$ cat config.mk
export PLATFORM = sky130hd
export DESIGN_NAME = id_hazard_sequencer
export DESIGN_NICKNAME = d
export VERILOG_FILES = /design/src/rtl/id_hazard_sequencer.sv
export SDC_FILE = /design/constraint.sdc
export NUM_CORES = 1
export LEC_CHECK = 0
export BUFFER_PORTS_ARGS = -buffer_cell sky130_fd_sc_hd__buf_2
export CAP_MARGIN = 5
export CORE_ASPECT_RATIO = 1.75
export CORE_MARGIN = 2
export CORE_UTILIZATION = 45
export CTS_CLUSTER_DIAMETER = 30
export DETAILED_ROUTE_END_ITERATION = 7
export PLACE_DENSITY = 0.92
export SYNTH_ARGS = -nofsm -noshare
export SYNTH_HDL_FRONTEND = slang
export SYNTH_SLANG_ARGS = --single-unit
$ cat constraint.sdc
create_clock -name clk -period 3.2 [get_ports clk]
set_input_delay 0.48 -clock clk [delete_from_list [all_inputs] [get_ports clk]]
set_output_delay 0.48 -clock clk [all_outputs]
set_load 0.01 [all_outputs]
$ cat src/rtl/id_hazard_sequencer.sv
// id_hazard_sequencer: decode-stage sequencer owning ID/EX, handling load-use stalls, redirect flushes and memory freezes.
// Optional performance counters enabled by defining HAZARD_PERF_EN.
module id_hazard_sequencer #(
   parameter int FLUSH_CYCLES = 1,
   parameter int CNT_W = 32
) (
   input  logic             clk,
   input  logic             reset,
   input  logic             id_valid,
   input  logic [11:0]      id_controls,
   input  logic [4:0]       id_rs1,
   input  logic [4:0]       id_rs2,
   input  logic [4:0]       id_rd,
   input  logic             id_uses_rs1,
   input  logic             id_uses_rs2,
   input  logic             ex_redirect,
   input  logic             mem_busy,
   output logic             pc_write,
   output logic             ifid_write,
   output logic             ifid_flush,
   output logic             ex_valid,
   output logic [11:0]      ex_controls,
   output logic [4:0]       ex_rd,
   output logic [CNT_W-1:0] stall_cycles,
   output logic [CNT_W-1:0] flush_cycles
);
   typedef enum logic {RUN, FLUSH} state_t;
   typedef enum logic [1:0] {ADVANCE, BUBBLE, HOLD} act_t;
   localparam logic [2:0] RELOAD = 3'(FLUSH_CYCLES - 1);
   state_t state, state_nx;
   act_t act;
   logic [2:0] cnt, cnt_nx;
   logic pend, pend_nx, load_use, redir;
   assign load_use = id_valid & ex_valid & ex_controls[11] & (ex_rd != 5'd0) &
                     ((id_uses_rs1 & (id_rs1 == ex_rd)) | (id_uses_rs2 & (id_rs2 == ex_rd)));
   assign redir = ex_redirect | pend;
   // A redirect seen while memory is busy is parked in pend and applied once the freeze lifts.
   always_comb begin
      act = ADVANCE;
      pc_write = 1'b1;
      ifid_write = 1'b1;
      ifid_flush = 1'b0;
      state_nx = state;
      cnt_nx = cnt;
      pend_nx = pend;
      if (mem_busy) begin
         act = HOLD;
         pc_write = 1'b0;
         ifid_write = 1'b0;
         pend_nx = pend | ex_redirect;
      end else if (redir) begin
         act = BUBBLE;
         ifid_flush = 1'b1;
         pend_nx = 1'b0;
         state_nx = (RELOAD != 3'd0) ? FLUSH : RUN;
         cnt_nx = RELOAD;
      end else if (state == FLUSH) begin
         act = BUBBLE;
         ifid_flush = 1'b1;
         cnt_nx = cnt - 3'd1;
         state_nx = (cnt == 3'd1) ? RUN : FLUSH;
      end else if (load_use) begin
         act = BUBBLE;
         pc_write = 1'b0;
         ifid_write = 1'b0;
      end
      if (reset) begin
         pc_write = 1'b0;
         ifid_write = 1'b0;
         ifid_flush = 1'b1;
      end
   end
   always_ff @(posedge clk) begin
      if (reset) begin
         state <= RUN;
         cnt <= 3'd0;
         pend <= 1'b0;
         ex_valid <= 1'b0;
         ex_controls <= 12'd0;
         ex_rd <= 5'd0;
      end else begin
         state <= state_nx;
         cnt <= cnt_nx;
         pend <= pend_nx;
         if (act == ADVANCE) begin
            ex_valid <= id_valid;
            ex_controls <= id_controls;
            ex_rd <= id_rd;
         end else if (act == BUBBLE) begin
            ex_valid <= 1'b0;
            ex_controls <= 12'd0;
            ex_rd <= 5'd0;
         end
      end
   end
`ifdef HAZARD_PERF_EN
   logic [CNT_W-1:0] stall_q, flush_q;
   logic stall_ev;
   assign stall_ev = mem_busy | ((act == BUBBLE) & ~ifid_flush);
   always_ff @(posedge clk) begin
      if (reset) begin
         stall_q <= '0;
         flush_q <= '0;
      end else begin
         if (stall_ev && !(&stall_q)) stall_q <= stall_q + CNT_W'(1);
         if (ifid_flush && !(&flush_q)) flush_q <= flush_q + CNT_W'(1);
      end
   end
   assign stall_cycles = stall_q;
   assign flush_cycles = flush_q;
`else
   assign stall_cycles = '0;
   assign flush_cycles = '0;
`endif
endmodule

Word-level counts from Yosys, hierarchy flattened
Cells that the tools add are included.
Word-level totals
  logic and storage cells: 52
  register bits: 23
Cells by class
  bitwise operators: 9
  add/sub/neg operators: 1
  reduce and logical (&&, ||, !) cells: 6
  mux-type cells: 26
  equality and inequality tests: 4
Operators by type and width (number)
  $mux 12: 2
  $mux 1: 19
  $eq 5x5->1: 2
  $mux 5: 2
  $and 1x1->1: 6
  $mux 3: 2
  $reduce_bool 2->1: 3
  $reduce_bool 5->1: 1
  $eq 3x1->1 const B: 1
  $sub 3x1->3 const B: 1
  $eq 2x1->1 const B: 1
  $logic_not 2->1: 1
  $mux 2: 1
  $or 1x1->1: 2
  $reduce_and 2->1: 1
  $not 1->1: 1

Logic depth before layout (Yosys ltp)
  depth in word-level cells: 11
  gate-level depth with buffers: 6

Worst setup path after synthesis
Ideal clock, no wire load.
  path kind: reg-to-output
  start point: reg ex_rd[0]
  end point: out pc_write
  data arrival time: 1.819 ns
  buffers on the path: 1
  path slack: 0.901 ns
  required time: 2.720 ns
  stages on the path, launching flop included: 6
  cell sequence: dfxtp_1 or4_4 o2111ai_4 nor4_1 a211oi_2 buf_4
On the way
  longest elaborated chain between the ends: 9
  elaborated cells on any way between the ends: 13
  classes of those cells: eq/ne (2); mux (5); bitwise (5); reduce/logical (1)
RTL lines
  start: declaration: line 23  | output logic [4:0] ex_rd,
  start signal: assignment: line 88  | ex_rd <= id_rd;
  $eq 5x5->1: line 35  | ((id_uses_rs1 & (id_rs1 == ex_rd)) | (id_uses_rs2 & (id_rs2 == ex_rd)));
  $and 1x1->1: line 35
  $or 1x1->1: line 35
  $and 1x1->1 (*): line 34  | assign load_use = id_valid & ex_valid & ex_controls[11] & (ex_rd != 5'd0) &
  $mux 1 (*) (5 in series)
  end: declaration: line 18  | output logic pc_write,
Every way passes the cells marked *; elsewhere a longest branch is shown, timed or not.

Final worst setup path
  start point: reg ex_rd[0]
  end point: out pc_write
On the way
  longest elaborated chain between the ends: 9
  elaborated cells on any way between the ends: 13
  classes of those cells: eq/ne (2); mux (5); bitwise (5); reduce/logical (1)
RTL lines
  $eq 5x5->1: line 35
  $and 1x1->1: line 35
  $or 1x1->1: line 35
  $and 1x1->1 (*): line 34
  $mux 1 (*): line 62  | end else if (load_use) begin
  $mux 1 (*): line 57  | end else if (state == FLUSH) begin
  $mux 1 (*): line 51  | end else if (redir) begin
  $mux 1 (*): line 46  | if (mem_busy) begin
  $mux 1 (*): line 67  | if (reset) begin
Marks and branches as above.

==> results.sh <==
export IMPL_fin_crit_ns=2.39
export IMPL_ant_nets=0
export IMPL_hold_viol=0
export IMPL_clock_sinks=23
export IMPL_crit_path_max_fanout=5
export IMPL_min_to="ex_controls[9]"
export IMPL_ctsHoldBuffers=0
export IMPL_finalWeightedCongestion=0.851
export IMPL_cts_buffers=3
export IMPL_grt_pass1_wl_um=5390
export IMPL_drc=0
export IMPL_track_usage_pct=16.1
export IMPL_vias=1373
export IMPL_synth_warnings=0
export IMPL_die_x_um=50.5
export IMPL_p_int_uw=450
export IMPL_h_tree_depth=1
export IMPL_holdPathStages=3
export IMPL_setup_violations_final=0
export IMPL_die_area_um2=4310
export IMPL_finalCritPeriodShare_pct=74.5
export IMPL_final_util_pct=49.6
export IMPL_holdWs_ns=0.452
export IMPL_cts_setup_buffers=0
export IMPL_synthDistinctLibCells=33
export IMPL_ir_drop_mv=0.254
export IMPL_rows=29
export IMPL_viasPerCell=4.70
export IMPL_root_buffer="clkbuf_8"
export IMPL_fmax_mhz=419
export IMPL_drv_cap=0
export IMPL_clock_skew_ns=0.00443
export IMPL_wirelength_um=3490
export IMPL_rsz0062_at_grt="no"
export IMPL_start_util_pct=46.9
export IMPL_status="complete, no violations"
export IMPL_swShare_pct=31.6
export IMPL_drt_pass1_iter_count=4
export IMPL_port_buffers=54
export IMPL_die_y_um=85.3
export IMPL_startpoint_type="register"
export IMPL_grt_max_degree=37
export IMPL_cts_resized=0
export IMPL_worstPathRequired_ns=2.72
export IMPL_end_kind="output port"
export IMPL_pwr_share_clk_pct=27.9
export IMPL_power_leakage_uw=0.000828
export IMPL_clkLatencyLatePin_ns=0.26
export IMPL_total_switching_power_uw=208
export IMPL_avgSynthCellArea_um2=8.72
export IMPL_fin_nets=283
export IMPL_clk_pin_slew_worst_paths_ns=0.09
export IMPL_synthToLayoutAreaGrowth_pct=5.89
export IMPL_p_comb_share_pct=23.7
export IMPL_tns_ns=0
export IMPL_sequentialPowerShare_pct=48.4
export IMPL_io_pins=119
export IMPL_slew_viol_final=0
export IMPL_grt_antenna_before_repair=0
export IMPL_arrival_ns=1.91
export IMPL_dpl_hpwl_um=2660
export IMPL_reg2reg_depth=5
export IMPL_clockBufferDepth=2
export IMPL_place_area_um2=1760
export IMPL_grt_pass1_vias=1163
export IMPL_r2r_end="ex_controls[0]"
export IMPL_hold_start="id_controls[9]"
export IMPL_core_area_um2=3630
export IMPL_r2r_start="ex_rd[0]"
export IMPL_syn_inst=195
export IMPL_cts_tree="yes"
export IMPL_ys_seq_area_share_pct=27.1
export IMPL_synth_seq_cells=23
export IMPL_power_density_nw_per_um2=366
export IMPL_r2r_setup_slack_ns=1.50
export IMPL_wire_per_inst_um=11.9
export IMPL_fill_cells=363
export IMPL_drive_above_1_share_pct=31.3
export IMPL_hold_path_class="primary input to register"
export IMPL_stdcell_area_um2=1800
export IMPL_first_iter_violations=10
export IMPL_grt_remaining_overflow=0
export IMPL_antenna_cells=0
export IMPL_critPathKind="register to output port"
export IMPL_synth_area_um2=1700
[layout make-up]
cell class	count	area [um2]	share of cell area, %
Tap cell	46	57.6	3.20
Clock buffer	4	45.0	2.50
Timing Repair Buffer	58	300	16.7
Sequential cell	23	460	25.6
Multi-Input combinational cell	159	930	51.6
Inverter	2	7.51	0.417
[routing by layer]
layer / GRT usage [%] / part of all wire, % / vias to the layer above
li1: - / - / 655
met1: 17.1 / 36 / 633
met2: 29.8 / 55 / 79
met3: 1.58 / 6.2 / 6
met4: 9.34 / 2.4 / 0
met5: 0 / 0 / -
[power groups by stage]
| stage | combinational, uW | clock (uW) | sequential [uW] |
|---|---|---|---|
| floorplan | 151 | 0 | 331 |
| detailed placement | 155 | 0 | 325 |
| CTS | 156 | 187 | 319 |
| global route | 173 | 201 | 321 |
| finish | 156 | 184 | 319 |
| global placement | 153 | 0 | 324 |
[critical path, stage by stage, from the launching register on]
cell,delay [ns]
dfxtp_1,0.36
or4_4,0.56
o2111ai_4,0.21
nor4_1,0.08
a211oi_2,0.27
buf_2,0.17
[metrics by stage]
step | total power (uW) | cells | setup slack, ns
after detailed placement | 481 | 288 | 1.08
after floorplan | 482 | 258 | 0.901
after global placement | 477 | 288 | 1.09
after global routing | 695 | 292 | 0.727
after CTS | 662 | 292 | 0.786
final | 658 | 292 | 0.815
[cells in the final DEF, fill, tap and decap left out, types with 3 or more instances in the layout]
| cell | n |
|---|---|
| nand2_1 | 20 |
| o21ai_0 | 3 |
| dfxtp_1 | 23 |
| o21ai_2 | 10 |
| o21ai_1 | 8 |
| xnor2_1 | 10 |
| buf_4 | 4 |
| clkbuf_8 | 3 |
| a32oi_1 | 18 |
| a21oi_1 | 4 |
| buf_2 | 54 |
| conb_1 | 64 |
[cell families (layout without fill, tap and decap cells)]
logic type	Yosys count	count (layout)	synth area share (%)
AND/OR/NAND/NOR	35	35	11.2
AO/OA/AOI/OAI	48	48	22.7
XOR/XNOR	10	10	5.15
flip-flops	23	23	27.1
other	1	64	0.221
buffers and inverters	76	64	32.2
adder cells (fa/ha/maj)	2	2	1.47
[how the worst max path moves through the flow]
stage,from,to,slack [ns]
2_1_floorplan,ex_rd[0],pc_write,0.90
3_3_place_gp,ex_rd[0],pc_write,1.09
3_5_place_dp,ex_rd[0],ifid_write,1.08
4_1_cts,ex_rd[0],ifid_write,0.79
5_1_grt,ex_rd[0],pc_write,0.73
6_report,ex_rd[0],pc_write,0.81
[sequential cells by signal (all words and copies together), names as in the netlist]
signal / cells
ex_controls: 12
ex_rd: 5
cnt: 3
ex_valid: 1
pend: 1
state: 1
[Yosys cell counts]
cell / number / share of area, %
nor2b_1: 2 / 0.74
o2111ai_4: 1 / 1.5
o21ai_2: 10 / 5.2
nor3b_1: 1 / 0.44
nand4_1: 2 / 0.74
or4_4: 1 / 0.66
a211oi_2: 1 / 0.74
buf_8: 1 / 0.88
conb_1: 1 / 0.22
a32oi_1: 18 / 9.3
nor3b_4: 1 / 1.1
nand2b_1: 1 / 0.37
nand3_1: 1 / 0.29
o22ai_2: 1 / 0.74
o21ai_0: 3 / 0.88
nor3_1: 1 / 0.29
buf_4: 65 / 29
a211oi_1: 1 / 0.44
o21ai_1: 8 / 2.4
buf_2: 5 / 1.5
nand2_1: 20 / 4.4
nor2_1: 1 / 0.22
clkbuf_1: 3 / 0.66
nand3b_1: 1 / 0.44
o21bai_1: 1 / 0.44
nor3_2: 1 / 0.59
xnor2_1: 10 / 5.2
dfxtp_1: 23 / 27
ha_1: 2 / 1.5
nor4_1: 1 / 0.37
inv_1: 2 / 0.44
a21oi_1: 4 / 1.2
nand4b_1: 1 / 0.52
Note: power is estimated with default switching activity, not from simulation.
